<file path="src/rtl/tx_preamble_ins.sv">
// GMII transmit framer: prepends preamble/SFD to an upstream frame body and enforces the inter-frame gap.
// Optional minimum-length zero padding is compiled in with `define TX_PAD_EN.
module tx_preamble_ins #(
    parameter int PRE_LEN = 7,
    parameter int IFG_LEN = 12,
    parameter int MIN_LEN = 60
) (
    input  logic       tx_clk,
    input  logic       reset,
    input  logic [7:0] in_data,
    input  logic       in_valid,
    input  logic       in_last,
    output logic       in_ready,
    output logic [7:0] tx_data,
    output logic       tx_en,
    output logic       tx_er,
    output logic       busy,
    output logic       underrun
);

    // state | meaning
    // IDLE  | waiting for in_valid to start a frame
    // PRE   | sending 0x55 preamble bytes
    // SFD   | sending 0xD5, first body byte accepted
    // DATA  | streaming body bytes, one per cycle
    // PAD   | zero fill up to MIN_LEN body bytes (TX_PAD_EN only)
    // IFG   | last byte/error byte on the wire, then tx_en low for IFG_LEN cycles

    if (PRE_LEN < 1 || PRE_LEN > 15) begin : g_bad_pre_len
        $error("tx_preamble_ins: PRE_LEN out of range 1..15");
    end
    if (IFG_LEN < 1 || IFG_LEN > 255) begin : g_bad_ifg_len
        $error("tx_preamble_ins: IFG_LEN out of range 1..255");
    end
    if (MIN_LEN < 1 || MIN_LEN > 2047) begin : g_bad_min_len
        $error("tx_preamble_ins: MIN_LEN out of range 1..2047");
    end

    localparam logic [7:0]  PRE_BYTE = 8'h55;
    localparam logic [7:0]  SFD_BYTE = 8'hD5;
    localparam logic [3:0]  PRE_LOAD = 4'(PRE_LEN - 1);
    localparam logic [7:0]  IFG_LOAD = 8'(IFG_LEN);
    localparam logic [10:0] CNT_MAX  = 11'h7FF;

`ifdef TX_PAD_EN
    typedef enum logic [2:0] {
        IDLE = 3'd0,
        PRE  = 3'd1,
        SFD  = 3'd2,
        DATA = 3'd3,
        PAD  = 3'd4,
        IFG  = 3'd5
    } state_t;
    localparam logic [10:0] MIN_CNT = 11'(MIN_LEN);
    logic [10:0] pad_cnt, pad_cnt_n;
`else
    typedef enum logic [2:0] {
        IDLE = 3'd0,
        PRE  = 3'd1,
        SFD  = 3'd2,
        DATA = 3'd3,
        IFG  = 3'd5
    } state_t;
`endif

    state_t      state, state_n;
    logic [3:0]  pre_cnt, pre_cnt_n;
    logic [7:0]  ifg_cnt, ifg_cnt_n;
    logic [10:0] byte_cnt, byte_cnt_n;
    logic [10:0] byte_inc;
    logic [7:0]  tx_data_n;
    logic        tx_en_n;
    logic        tx_er_n;
    logic        underrun_n;

    assign in_ready = (state == SFD) || (state == DATA);
    assign busy     = (state != IDLE);
    assign byte_inc = (byte_cnt == CNT_MAX) ? byte_cnt : byte_cnt + 11'd1;

    always_ff @(posedge tx_clk or posedge reset) begin
        if (reset) begin
            state    <= IDLE;
            pre_cnt  <= '0;
            ifg_cnt  <= '0;
            byte_cnt <= '0;
            tx_data  <= '0;
            tx_en    <= 1'b0;
            tx_er    <= 1'b0;
            underrun <= 1'b0;
`ifdef TX_PAD_EN
            pad_cnt  <= '0;
`endif
        end else begin
            state    <= state_n;
            pre_cnt  <= pre_cnt_n;
            ifg_cnt  <= ifg_cnt_n;
            byte_cnt <= byte_cnt_n;
            tx_data  <= tx_data_n;
            tx_en    <= tx_en_n;
            tx_er    <= tx_er_n;
            underrun <= underrun_n;
`ifdef TX_PAD_EN
            pad_cnt  <= pad_cnt_n;
`endif
        end
    end

    always_comb begin
        state_n    = state;
        pre_cnt_n  = pre_cnt;
        ifg_cnt_n  = ifg_cnt;
        byte_cnt_n = byte_cnt;
        tx_data_n  = 8'h00;
        tx_en_n    = 1'b0;
        tx_er_n    = 1'b0;
        underrun_n = 1'b0;
`ifdef TX_PAD_EN
        pad_cnt_n  = pad_cnt;
`endif
        case (state)
            IDLE: begin
                if (in_valid) begin
                    state_n    = PRE;
                    pre_cnt_n  = PRE_LOAD;
                    byte_cnt_n = '0;
                    tx_en_n    = 1'b1;
                    tx_data_n  = PRE_BYTE;
                end
            end
            PRE: begin
                tx_en_n = 1'b1;
                if (pre_cnt == 4'd0) begin
                    state_n   = SFD;
                    tx_data_n = SFD_BYTE;
                end else begin
                    pre_cnt_n = pre_cnt - 4'd1;
                    tx_data_n = PRE_BYTE;
                end
            end
            SFD, DATA: begin
                tx_en_n = 1'b1;
                if (in_valid) begin
                    tx_data_n  = in_data;
                    byte_cnt_n = byte_inc;
                    if (in_last) begin
`ifdef TX_PAD_EN
                        if (byte_inc < MIN_CNT) begin
                            state_n   = PAD;
                            pad_cnt_n = MIN_CNT - byte_inc;
                        end else begin
                            state_n   = IFG;
                            ifg_cnt_n = IFG_LOAD;
                        end
`else
                        state_n   = IFG;
                        ifg_cnt_n = IFG_LOAD;
`endif
                    end else begin
                        state_n = DATA;
                    end
                end else begin
                    // Upstream starved mid-body: one error byte, then straight to the gap, no padding.
                    tx_er_n    = 1'b1;
                    underrun_n = 1'b1;
                    state_n    = IFG;
                    ifg_cnt_n  = IFG_LOAD;
                end
            end
`ifdef TX_PAD_EN
            PAD: begin
                tx_en_n   = 1'b1;
                pad_cnt_n = pad_cnt - 11'd1;
                if (pad_cnt == 11'd1) begin
                    state_n   = IFG;
                    ifg_cnt_n = IFG_LOAD;
                end
            end
`endif
            IFG: begin
                // First IFG cycle still shows the final byte; the load value covers the IFG_LEN low cycles after it.
                if (ifg_cnt == 8'd0) begin
                    state_n = IDLE;
                end else begin
                    ifg_cnt_n = ifg_cnt - 8'd1;
                end
            end
            default: begin
                state_n = IDLE;
            end
        endcase
    end

endmodule

</file>
<file path="config.mk">
export PLATFORM = sky130hd
export DESIGN_NAME = tx_preamble_ins
export DESIGN_NICKNAME = d
export VERILOG_FILES = /design/src/rtl/tx_preamble_ins.sv
export SDC_FILE = /design/constraint.sdc
export NUM_CORES = 1
export LEC_CHECK = 0
export ABC_AREA = 0
export BUFFER_PORTS_ARGS = -buffer_cell sky130_fd_sc_hd__buf_2
export CORE_MARGIN = 2
export CORE_UTILIZATION = 48
export DETAILED_ROUTE_END_ITERATION = 7
export GPL_ROUTABILITY_DRIVEN = 1
export PLACE_DENSITY = 0.74
export SKIP_LAST_GASP = 1
export SLEW_MARGIN = 20
export SYNTH_ARGS = -nofsm -noshare
export SYNTH_HDL_FRONTEND = slang
export SYNTH_SLANG_ARGS = --single-unit
</file>
<file path="constraint.sdc">
create_clock -name tx_clk -period 2 [get_ports tx_clk]
set_clock_uncertainty 0.2 [all_clocks]
set_input_delay 0.1 -clock tx_clk [delete_from_list [all_inputs] [get_ports tx_clk]]
set_output_delay 0.1 -clock tx_clk [all_outputs]
set_load 0.02 [all_outputs]
</file>
==> impl_metrics.csv <==
group,metric,value,unit
floorplan,ios,25,
yosys,async_flop_share,100,%
final_layout,fin_cells,199,
global_route,antenna_found_initial,0,
setup_path,crit_fanout,4,
timing,hold_viol,0,
clock_network,clock_latency,0.31,ns
yosys,yosys-top-cells-count,"25 x dfrtp_1, 13 x o21ai_0, 10 x a21oi_1",
power,pwr-share-seq,43.1,%
routing,met3WireLength,125,µm
yosys,synth_cell_types,42,
clock_network,cts_root_buffer,"clkbuf_4",
clock_network,h-tree-depth,1,
yosys,yosysSeqAreaShare,50.5,%
timing,drv_slew,0,
final_layout,fill_cells,196,
final_layout,final_cell_area,0.00161,mm²
routing,highest_layer,"met4",
final_layout,drive_gt1_share,21.9,%
run,maxCapViolCount,0,
yosys,synth_nets,140,
place,place_area,0.00139,mm²
yosys,synth_edf_count,0,
yosys,synthCells,125,
setup_path,cp.required,2.02,ns
clock_network,clockBufferDepth,2,
final_layout,final_nets,185,
floorplan,fp.dieW,54.8,µm
yosys,synth_top_cell_by_area,"dfrtp_1",
floorplan,die_area,0.00300,mm²
power,internal_power,1.20,mW
global_route,grt_pass1_wl,4460,µm
hold_path,hp-class,"in -> async",
timing,tightest_slew,0.455,ns
place,hpwl,1860,µm
power,p_leak,0.778,nW
timing,setup_tns,0,ns
routing,ant_nets,0,
clock_network,path_clk_slew,0.14,ns
final_layout,diodes,0,
power,max-vdd-ir-drop,0.824,mV
yosys,synthTopCellsByArea,"dfrtp_1 51%, o21ai_0 5.3%, a21oi_1 4.0%, mux2i_1 4.0%, ha_1 3.0%",
yosys,netlist_area,0.00124,mm²
floorplan,fp-row-count,18,
timing,rsz0062_at_grt,"no",
power,p_comb_share,46.0,%
timing,finalCritPeriodShare,96.3,%
timing,slew_headroom,69.2,%
setup_path,worst_ep_arrival_time,1.95,ns
outcome,status,"finished, final reports clean",
global_route,grt_overflow_total,0,
floorplan,fp.dieH,54.8,µm
timing,finalSetupViolCount,0,
routing,initialDrtViolationCount,45,
routing,vias_per_cell,5.62,
power,p_sw,0.883,mW
global_route,track_usage,21.1,%
routing,route.vias.total,1119,
setup_path,r2r_cells,5,
routing,drt-met1-wl,1220,µm
routing,drt-wirelength-per-cell,14.7,µm
routing,route.met2.wl,1530,µm
setup_path,cp-end-kind,"flip-flop",
global_route,grt_max_degree,26,
setup_path,r2r-start,"ifg_cnt[1]",
floorplan,start_util,50.5,%
yosys,yosysWarnings,0,
setup_path,r2r-end,"ifg_cnt[3]",
power,clkPwrFrac,10.9,%
yosys,yosys_most_used_dff,"dfrtp_1",
setup_path,path_class,"reg -> reg",
setup_path,cp-start-kind,"flip-flop",
final_layout,area_delta_synth_final,30.0,%
place,io_buffer_count,24,
timing,period_minus_slack,1.93,ns
yosys,ys_ff_latch,25,
clock_network,cts_made_buffers,3,
routing,drc,0,
yosys,synth_most_common_cell,"dfrtp_1",
place,routabilityCongestion,0.728,
floorplan,coreArea,0.00245,mm²
yosys,synth_top_area_share,50.5,%
routing,dr.pass1.iters,4,
place,dp.cells,177,
power,swShare,42.3,%
global_route,grt_pass1_vias,1045,
routing,routed_wl,2920,µm
clock_network,cts_sinks,25,
yosys,syn_area_per_cell,9.91,µm²
setup_path,reg2reg_slack,0.07,ns
power,power.density,1290,mW/mm²
timing,fmax,519,MHz
clock_network,cts_tree,"yes",
-- registers in the layout (all words and copies together), names as in the netlist --
| signal | flops |
|---|---|
| ifg_cnt | 8 |
| pre_cnt | 4 |
| state | 3 |
| tx_data | 8 |
| tx_en | 1 |
| underrun | 1 |
-- worst max path at each step --
stage,startpoint,end,slack (ns),cells past startpoint
2_1_floorplan,ifg_cnt[0],ifg_cnt[3],0.09,5
3_3_place_gp,ifg_cnt[1],ifg_cnt[3],0.07,5
3_5_place_dp,ifg_cnt[1],ifg_cnt[3],0.04,5
4_1_cts,ifg_cnt[1],ifg_cnt[3],0.02,5
5_1_grt,ifg_cnt[1],ifg_cnt[3],0.02,5
6_report,ifg_cnt[1],ifg_cnt[3],0.07,5
-- metal layers --
| metal | global-route usage, % | vias up |
|---|---|---|
| li1 | - | 540 |
| met1 | 24.4 | 542 |
| met2 | 37.5 | 31 |
| met3 | 4.10 | 6 |
| met4 | 9.17 | 0 |
| met5 | 0 | - |
-- cells by family (layout without fill, tap and decap cells) --
| family | count (synthesis) | after routing | share of synthesized area (%) |
|---|---|---|---|
| and+or+nand+nor | 41 | 41 | 19.5 |
| adders and majority gates | 3 | 3 | 3.03 |
| AOI/OAI and AO/OA | 36 | 36 | 17.9 |
| muxes | 5 | 5 | 4.04 |
| DFF | 25 | 25 | 50.5 |
| buffers and inverters | 15 | 59 | 5.05 |
-- cell type report --
cell class,instances,area (µm²),area share [%]
clock buffers,4,26.3,1.63
inverters,10,37.5,2.33
multi-input cells,85,563,35.0
flip-flops and latches,25,626,38.9
well taps,30,37.5,2.33
repair buffers,45,320,19.9
-- worst max-delay path: stages (launching register included) --
cell and delay [ns]:
dfrtp_1 0.43, inv_2 0.09, ha_4 0.13, or4b_4 0.48, o211a_1 0.22, a211o_1 0.28
-- power by group through the flow --
stage | Clock, mW | Sequential [mW] | Combinational [mW]
2_1_floorplan | 0 | 0.904 | 0.626
3_3_place_gp | 0 | 0.880 | 0.854
3_5_place_dp | 0 | 0.899 | 0.885
4_1_cts | 0.238 | 0.887 | 0.920
5_1_grt | 0.259 | 0.924 | 1.07
6_report | 0.228 | 0.898 | 0.959
-- placed cells by master (no fill, tap or decap), types with 3 or more instances in the layout --
| cell type | n |
|---|---|
| dfrtp_1 | 25 |
| buf_2 | 24 |
| dlygate4sd3_1 | 17 |
| o21ai_0 | 13 |
| a21oi_1 | 10 |
| nor2_1 | 7 |
| inv_1 | 7 |
| nand2_1 | 6 |
| mux2i_1 | 5 |
| buf_4 | 4 |
| nor3_1 | 3 |
| nand4_1 | 3 |
| inv_2 | 3 |
| and3_1 | 3 |
| nand3_1 | 3 |
| clkbuf_4 | 3 |
-- through the flow --
stage	hold WS [ns]	util [%]	power [mW]	setup WS (ns)
floorplan	-0.0727	-	1.53	0.0896
CTS	0.153	64.8	2.04	0.0196
detailed placement	-0.0353	56.8	1.78	0.0428
global route	0.210	65.6	2.25	0.0236
global placement	-0.0377	56.8	1.73	0.0746
finish	0.146	65.6	2.09	0.0737
-- repair_timing --
action                                  4_1_cts  5_1_grt
endpoints found under the setup margin        0        5
hold buffers                                 17        0
setup buffers                                 0        1
endpoints found under the hold margin        36        0
gates resized for setup                       0        4
(Power assumes the default switching activity.)
